==> src/rtl/rowbuf_pkg.sv <==
// rowbuf_pkg: state encoding, width helpers and pad constant
// shared by the RowBuf49 sequencer files.
package rowbuf_pkg;

  typedef enum logic [1:0] {
    IDLE  = 2'd0,
    FILL  = 2'd1,
    RUN   = 2'd2,
    FLUSH = 2'd3
  } state_t;

  function automatic int rb_width(input int n);
    return (n <= 2) ? 1 : $clog2(n);
  endfunction

  localparam int DATA_WIDTH = 14;
  localparam int COL_W = rb_width(640);
  localparam int ROW_W = rb_width(480 + 3);

  localparam logic PAD_BIT = 1'b0;
  localparam logic [DATA_WIDTH-1:0] PAD_VALUE = '0;

endpackage

==> src/rtl/rowbuf_seq_ctrl_raster_counter.sv <==
// raster_counter: col/row position with enable and sync clear.
// nxt_* and the flags describe the position after this cycle.
module raster_counter
  import rowbuf_pkg::*;
#(
  parameter int IMAGE_WIDTH  = 640,
  parameter int IMAGE_HEIGHT = 480,
  parameter int CW           = 10,
  parameter int RW           = 9
) (
  input  logic          clk,
  input  logic          rst,
  input  logic          en,
  input  logic          clr,
  output logic [CW-1:0] col,
  output logic [RW-1:0] row,
  output logic [CW-1:0] nxt_col,
  output logic [RW-1:0] nxt_row,
  output logic          eol,
  output logic          eof
);

  localparam logic [CW-1:0] COL_END = CW'(IMAGE_WIDTH - 1);
  localparam logic [RW-1:0] ROW_END = RW'(IMAGE_HEIGHT - 1);

  always_comb begin
    nxt_col = col;
    nxt_row = row;
    if (clr) begin
      nxt_col = '0;
      nxt_row = '0;
    end else if (en) begin
      if (col == COL_END) begin
        nxt_col = '0;
        nxt_row = row + 1'b1;
      end else begin
        nxt_col = col + 1'b1;
      end
    end
  end

  assign eol = (nxt_col == COL_END);
  assign eof = eol && (nxt_row == ROW_END);

  always_ff @(posedge clk) begin
    if (!rst) begin
      col <= '0;
      row <= '0;
    end else begin
      col <= nxt_col;
      row <= nxt_row;
    end
  end

endmodule

==> src/rtl/rowbuf_seq_ctrl.sv <==
// rowbuf_seq_ctrl: raster sequencer driving the RowBuf49 shift enable.
// Define ROWBUF_CTRL_FLUSH_EN to pad out the bottom border per frame.
module rowbuf_seq_ctrl
  import rowbuf_pkg::*;
#(
  parameter int  DATA_WIDTH   = 14,
  parameter int  IMAGE_WIDTH  = 640,
  parameter int  IMAGE_HEIGHT = 480,
  parameter int  WIN_COLS     = 49,
  parameter int  WIN_ROWS     = 3,
  localparam int CW = rb_width(IMAGE_WIDTH),
  localparam int RW = rb_width(IMAGE_HEIGHT + WIN_ROWS)
) (
  input  logic          clk,
  input  logic          rst,
  input  logic          sof,
  input  logic          in_valid,
  output logic          in_ready,
  input  logic          out_ready,
  output logic          shift_en,
  output logic          pad_sel,
  output logic [CW-1:0] col,
  output logic [RW-1:0] row,
  output logic          win_valid,
  output logic          win_last,
  output logic          sof_err,
  output logic          busy
);

  localparam logic [CW-1:0] COL_FULL = CW'(WIN_COLS - 1);
  localparam logic [RW-1:0] ROW_FULL = RW'(WIN_ROWS - 1);

  state_t        state;
  logic          accept;
  logic          restart;
  logic          win_hit;
  logic          eol;
  logic          eof;
  logic [CW-1:0] nxt_col;
  logic [RW-1:0] nxt_row;

  // Pad value is muxed in by the row buffers; only its width lives here.
  logic [DATA_WIDTH-1:0] unused_pad;
  assign unused_pad = {DATA_WIDTH{PAD_BIT}};

  assign in_ready = rst & out_ready & (state != FLUSH);
  assign accept   = in_valid & in_ready;
  assign restart  = accept & sof;
  assign busy     = (state != IDLE);
  assign win_hit  = (nxt_row >= ROW_FULL) && (nxt_col >= COL_FULL);

  always_comb begin
    shift_en = 1'b0;
    case (state)
      IDLE:      shift_en = restart;
      FILL, RUN: shift_en = accept;
`ifdef ROWBUF_CTRL_FLUSH_EN
      FLUSH:     shift_en = rst & out_ready;
`endif
      default:   shift_en = 1'b0;
    endcase
  end

  raster_counter #(
    .IMAGE_WIDTH  (IMAGE_WIDTH),
    .IMAGE_HEIGHT (IMAGE_HEIGHT),
    .CW           (CW),
    .RW           (RW)
  ) u_cnt (
    .clk     (clk),
    .rst     (rst),
    .en      (shift_en),
    .clr     (restart),
    .col     (col),
    .row     (row),
    .nxt_col (nxt_col),
    .nxt_row (nxt_row),
    .eol     (eol),
    .eof     (eof)
  );

`ifdef ROWBUF_CTRL_FLUSH_EN
  localparam logic [RW-1:0] PAD_END = RW'(IMAGE_HEIGHT + WIN_ROWS - 2);
  logic pad_q;
  logic flush_end;
  assign flush_end = eol && (nxt_row == PAD_END);
  assign pad_sel   = pad_q;
`else
  logic unused_eol;
  assign unused_eol = eol;
  assign pad_sel    = 1'b0;
`endif

  always_ff @(posedge clk) begin
    if (!rst) begin
      state     <= IDLE;
      win_valid <= 1'b0;
      win_last  <= 1'b0;
      sof_err   <= 1'b0;
`ifdef ROWBUF_CTRL_FLUSH_EN
      pad_q     <= 1'b0;
`endif
    end else begin
      win_valid <= shift_en & win_hit;
      win_last  <= 1'b0;
      sof_err   <= restart & (state != IDLE);
      case (state)
        IDLE: begin
          if (restart) state <= FILL;
        end
        FILL, RUN: begin
          if (restart) begin
            state <= FILL;
          end else if (shift_en) begin
            if (eof) begin
`ifdef ROWBUF_CTRL_FLUSH_EN
              state <= FLUSH;
              pad_q <= 1'b1;
`else
              state    <= IDLE;
              win_last <= win_hit;
`endif
            end else if (nxt_row >= ROW_FULL) begin
              state <= RUN;
            end
          end
        end
`ifdef ROWBUF_CTRL_FLUSH_EN
        FLUSH: begin
          if (shift_en && flush_end) begin
            state    <= IDLE;
            pad_q    <= 1'b0;
            win_last <= win_hit;
          end
        end
`endif
        default: state <= IDLE;
      endcase
    end
  end

endmodule

==> config.mk <==
export PLATFORM = sky130hd
export DESIGN_NAME = rowbuf_seq_ctrl
export DESIGN_NICKNAME = d
export VERILOG_FILES = /design/src/rtl/rowbuf_pkg.sv /design/src/rtl/rowbuf_seq_ctrl_raster_counter.sv /design/src/rtl/rowbuf_seq_ctrl.sv
export SDC_FILE = /design/constraint.sdc
export NUM_CORES = 1
export LEC_CHECK = 0
export ABC_AREA = 1
export CAP_MARGIN = 20
export CORE_MARGIN = 4
export CORE_UTILIZATION = 59
export CTS_BUF_LIST = sky130_fd_sc_hd__clkbuf_4
export CTS_CLUSTER_DIAMETER = 200
export DETAILED_ROUTE_END_ITERATION = 10
export HOLD_SLACK_MARGIN = 0.15
export PLACE_DENSITY = 0.95
export SLEW_MARGIN = 20
export SYNTH_ARGS = -nofsm -noshare
export SYNTH_HDL_FRONTEND = slang
export SYNTH_SLANG_ARGS = --single-unit
==> constraint.sdc <==
create_clock -name clk -period 3.4 [get_ports clk]
set_input_delay 0.51 -clock clk [delete_from_list [all_inputs] [get_ports clk]]
set_output_delay 0.51 -clock clk [all_outputs]
set_load 0.03 [all_outputs]
==> run_results.csv <==
group,metric,value,unit
worst_setup_path,cp-end-kind,"primary output",
timing,rsz0062_at_grt,"no",
floorplanning,die_width,62.8,um
job,maxCapViolations,0,
global_route,grt_pass1_vias,1755,
timing,min_period,2.85,ns
clock_tree,cts_buffer_depth,2,
worst_setup_path,crit_type,"flip-flop to primary output",
floorplanning,die_y,62.8,um
synth,synth_area_per_cell,5.91,sq um
timing,tightest_slew,0.658,ns
floorplanning,die_area,3950,sq um
routing,finalWirelength,4480,um
global_route,antenna_found_initial,0,
routing,drt_iter0_markers,222,
worst_setup_path,worst_ep_required_time,2.89,ns
worst_setup_path,crit_chain,"inv_1, ha_1, inv_1, nand2_1, nand2_2, nor2_4, clkdlybuf4s50_1",
timing,setup-violations-final,0,
power_and_ir_drop,power.density,370,nW/um^2
global_route,grt_pass1_wl,7800,um
synth,synthCells,300,
clock_tree,cts_tree,"done",
timing,hold_viol_final,0,
clock_tree,clock_latency,0.31,ns
floorplanning,initial_core_util,63.2,%
synth,ys_seq_elements,24,
worst_setup_path,cp.arrival,2.34,ns
worst_setup_path,crit_top_cell,"inv_1",
synth,synth.area.top_cells,"dfxtp_1 27%, nand2_1 17%, nor2_1 11%",
routing,drcViolationCount,0,
worst_hold_path,holdCritPathClass,"flip-flop to flip-flop",
routing,viasPerCell,5.49,
timing,skew,0.00691,ns
timing,final_max_slew_viol_count,0,
floorplanning,io_pins,31,
synth,yosys.cell_count.top_type,"nand2_1",
outcome,outcome,"finished, final reports clean",
floorplanning,core_area,2810,sq um
synth,synth.top_cells.by_count,"80 x nand2_1, 52 x nor2_1, 43 x inv_1",
final_layout,nets,338,
routing,num_vias,1972,
global_route,grtUsageTotal,23.7,%
clock_tree,numCtsBuffers,3,
floorplanning,std_cell_rows,19,
worst_setup_path,reg2reg_depth,16,
synth,ys_types,25,
global_route,grt_overflow_total,0,
final_layout,area_growth,17.7,%
timing,max_freq,350,MHz
final_layout,drive_gt1_share,6.71,%
synth,synth_nets,309,
clock_tree,cts_sinks,24,
synth,synth_top_area_share,27.1,%
synth,yosysTopAreaCell,"dfxtp_1",
synth,synthFlopType,"dfxtp_1",
power_and_ir_drop,p_leak,0.000959,uW
clock_tree,cts-resized-gates,0,
synth,synth-edff-count,0,
synth,synth-warning-count,0,
timing,post-route-period-util,83.9,%
synth,synthesis.area,1770,sq um
placed_design,port_buffers,29,
routing,wire_per_inst,12.5,um
worst_setup_path,slowest_stage,"clkdlybuf4s50_1",
clock_tree,postCtsHoldBufs,0,
placed_design,place.gp.congestion,0.886,
worst_setup_path,slowest_delay,0.74,ns
placed_design,hpwl,3430,um
worst_setup_path,worst_setup_path_start_kind,"flip-flop",
synth,synth-async-reset-ratio,0,%
clock_tree,cts_max_level,1,
clock_tree,post_cts_buffers,0,
clock_tree,clockRootBuffer,"clkbuf_4",
worst_hold_path,min_path_cells,2,
timing,hold_slack,0.545,ns
global_route,grt_max_degree,21,
timing,finalSetupTns,0,ns
worst_setup_path,critical_path_peak_fanout,14,
power_and_ir_drop,irDropWorstVdd,0.297,mV
timing,max_slew_margin,56.1,%
final_layout,nFillCells,232,
final_layout,insertedDiodeCount,0,
routing,dr.pass1.iters,4,
synth,seq_area_frac_synth,27.1,%
clock_tree,path_clk_slew,0.13,ns
routing,ant_nets,0,
[final cells by class]
| cell class | count | area, sq um | share of cell area [%] |
|---|---|---|---|
| Clock buffer | 3 | 22.5 | 1.08 |
| Clock inverter | 1 | 3.75 | 0.180 |
| Inverter | 46 | 173 | 8.27 |
| Multi-Input combinational cell | 224 | 1070 | 51.3 |
| Sequential cell | 24 | 480 | 23.0 |
| Tap cell | 31 | 38.8 | 1.86 |
| Timing Repair Buffer | 30 | 298 | 14.3 |
[cell families after synthesis]
family	after synthesis	share of synthesized area, %
and+or+nand+nor	208	53.6
other	1	0.212
AOI/OAI and AO/OA	8	2.33
DFF	24	27.1
adders and majority gates	4	2.82
buffers and inverters	52	12.5
xor gates and xnor gates	3	1.48
[final timing paths]
path | slack (ns) | to | start
worst min register to register | 0.55 | state[0] | state[0]
worst max register to register | 0.81 | win_last | state[1]
worst max-delay path | 0.55 | shift_en | state[1]
worst min-delay path | 0.55 | state[0] | state[0]
[report_power, final]
part	internal, uW	switching [uW]	leakage (uW)
sequential	302	22.7	0.000194
clock	42.9	86.8	0.0000154
combinational	112	206	0.000750
[layer usage]
layer  track usage [%]  wire, um  up-vias
met5                 0         0        -
met4              5.23        57        0
met2              39.8      2160       66
met3              2.88       265       10
met1              32.3      2000      895
li1                  -         -     1001
[stage by stage]
step / setup WS, ns / instance area, sq um / util, % / total power [uW] / cells
CTS: 0.566 / 2090 / 74.4 / 769 / 359
global route: 0.410 / 2090 / 74.4 / 825 / 359
floorplan: 1.21 / 1770 / - / 556 / 300
global placement: 0.635 / 2060 / 73.5 / 636 / 355
finish: 0.546 / 2090 / 74.4 / 772 / 359
detailed placement: 0.570 / 2060 / 73.5 / 644 / 355
[placed cells by master (no fill, tap or decap)]
cell type,n
o21ai_0,4
clkdlybuf4s50_1,29
conb_1,1
nor2_4,3
nand3_2,4
nor3_1,12
ha_1,4
or2_1,1
dfxtp_1,24
nand4_1,9
nand2_2,4
o22ai_1,1
xor2_1,3
nor2_2,3
nand3_1,36
clkbuf_4,3
nand2_1,80
inv_1,43
nand2_4,1
clkinv_1,1
nor2_1,52
o21ai_1,1
nand3b_1,3
buf_4,1
inv_2,3
a21oi_1,2
[critical path, delay by kind of cell (launching register included)]
kind                     cells  cell delay [ns]
flip-flops                   1             0.37
adder cells (fa/ha/maj)      1             0.30
AND/OR/NAND/NOR              3             0.46
buffers and inverters        3             0.89
[sequential cells by signal (all words and copies together), names as in the netlist]
signal	flops
sof_err	1
state	2
u_cnt.col	10
win_valid	1
u_cnt.row	9
win_last	1
Note: power is estimated with default switching activity, not from simulation.
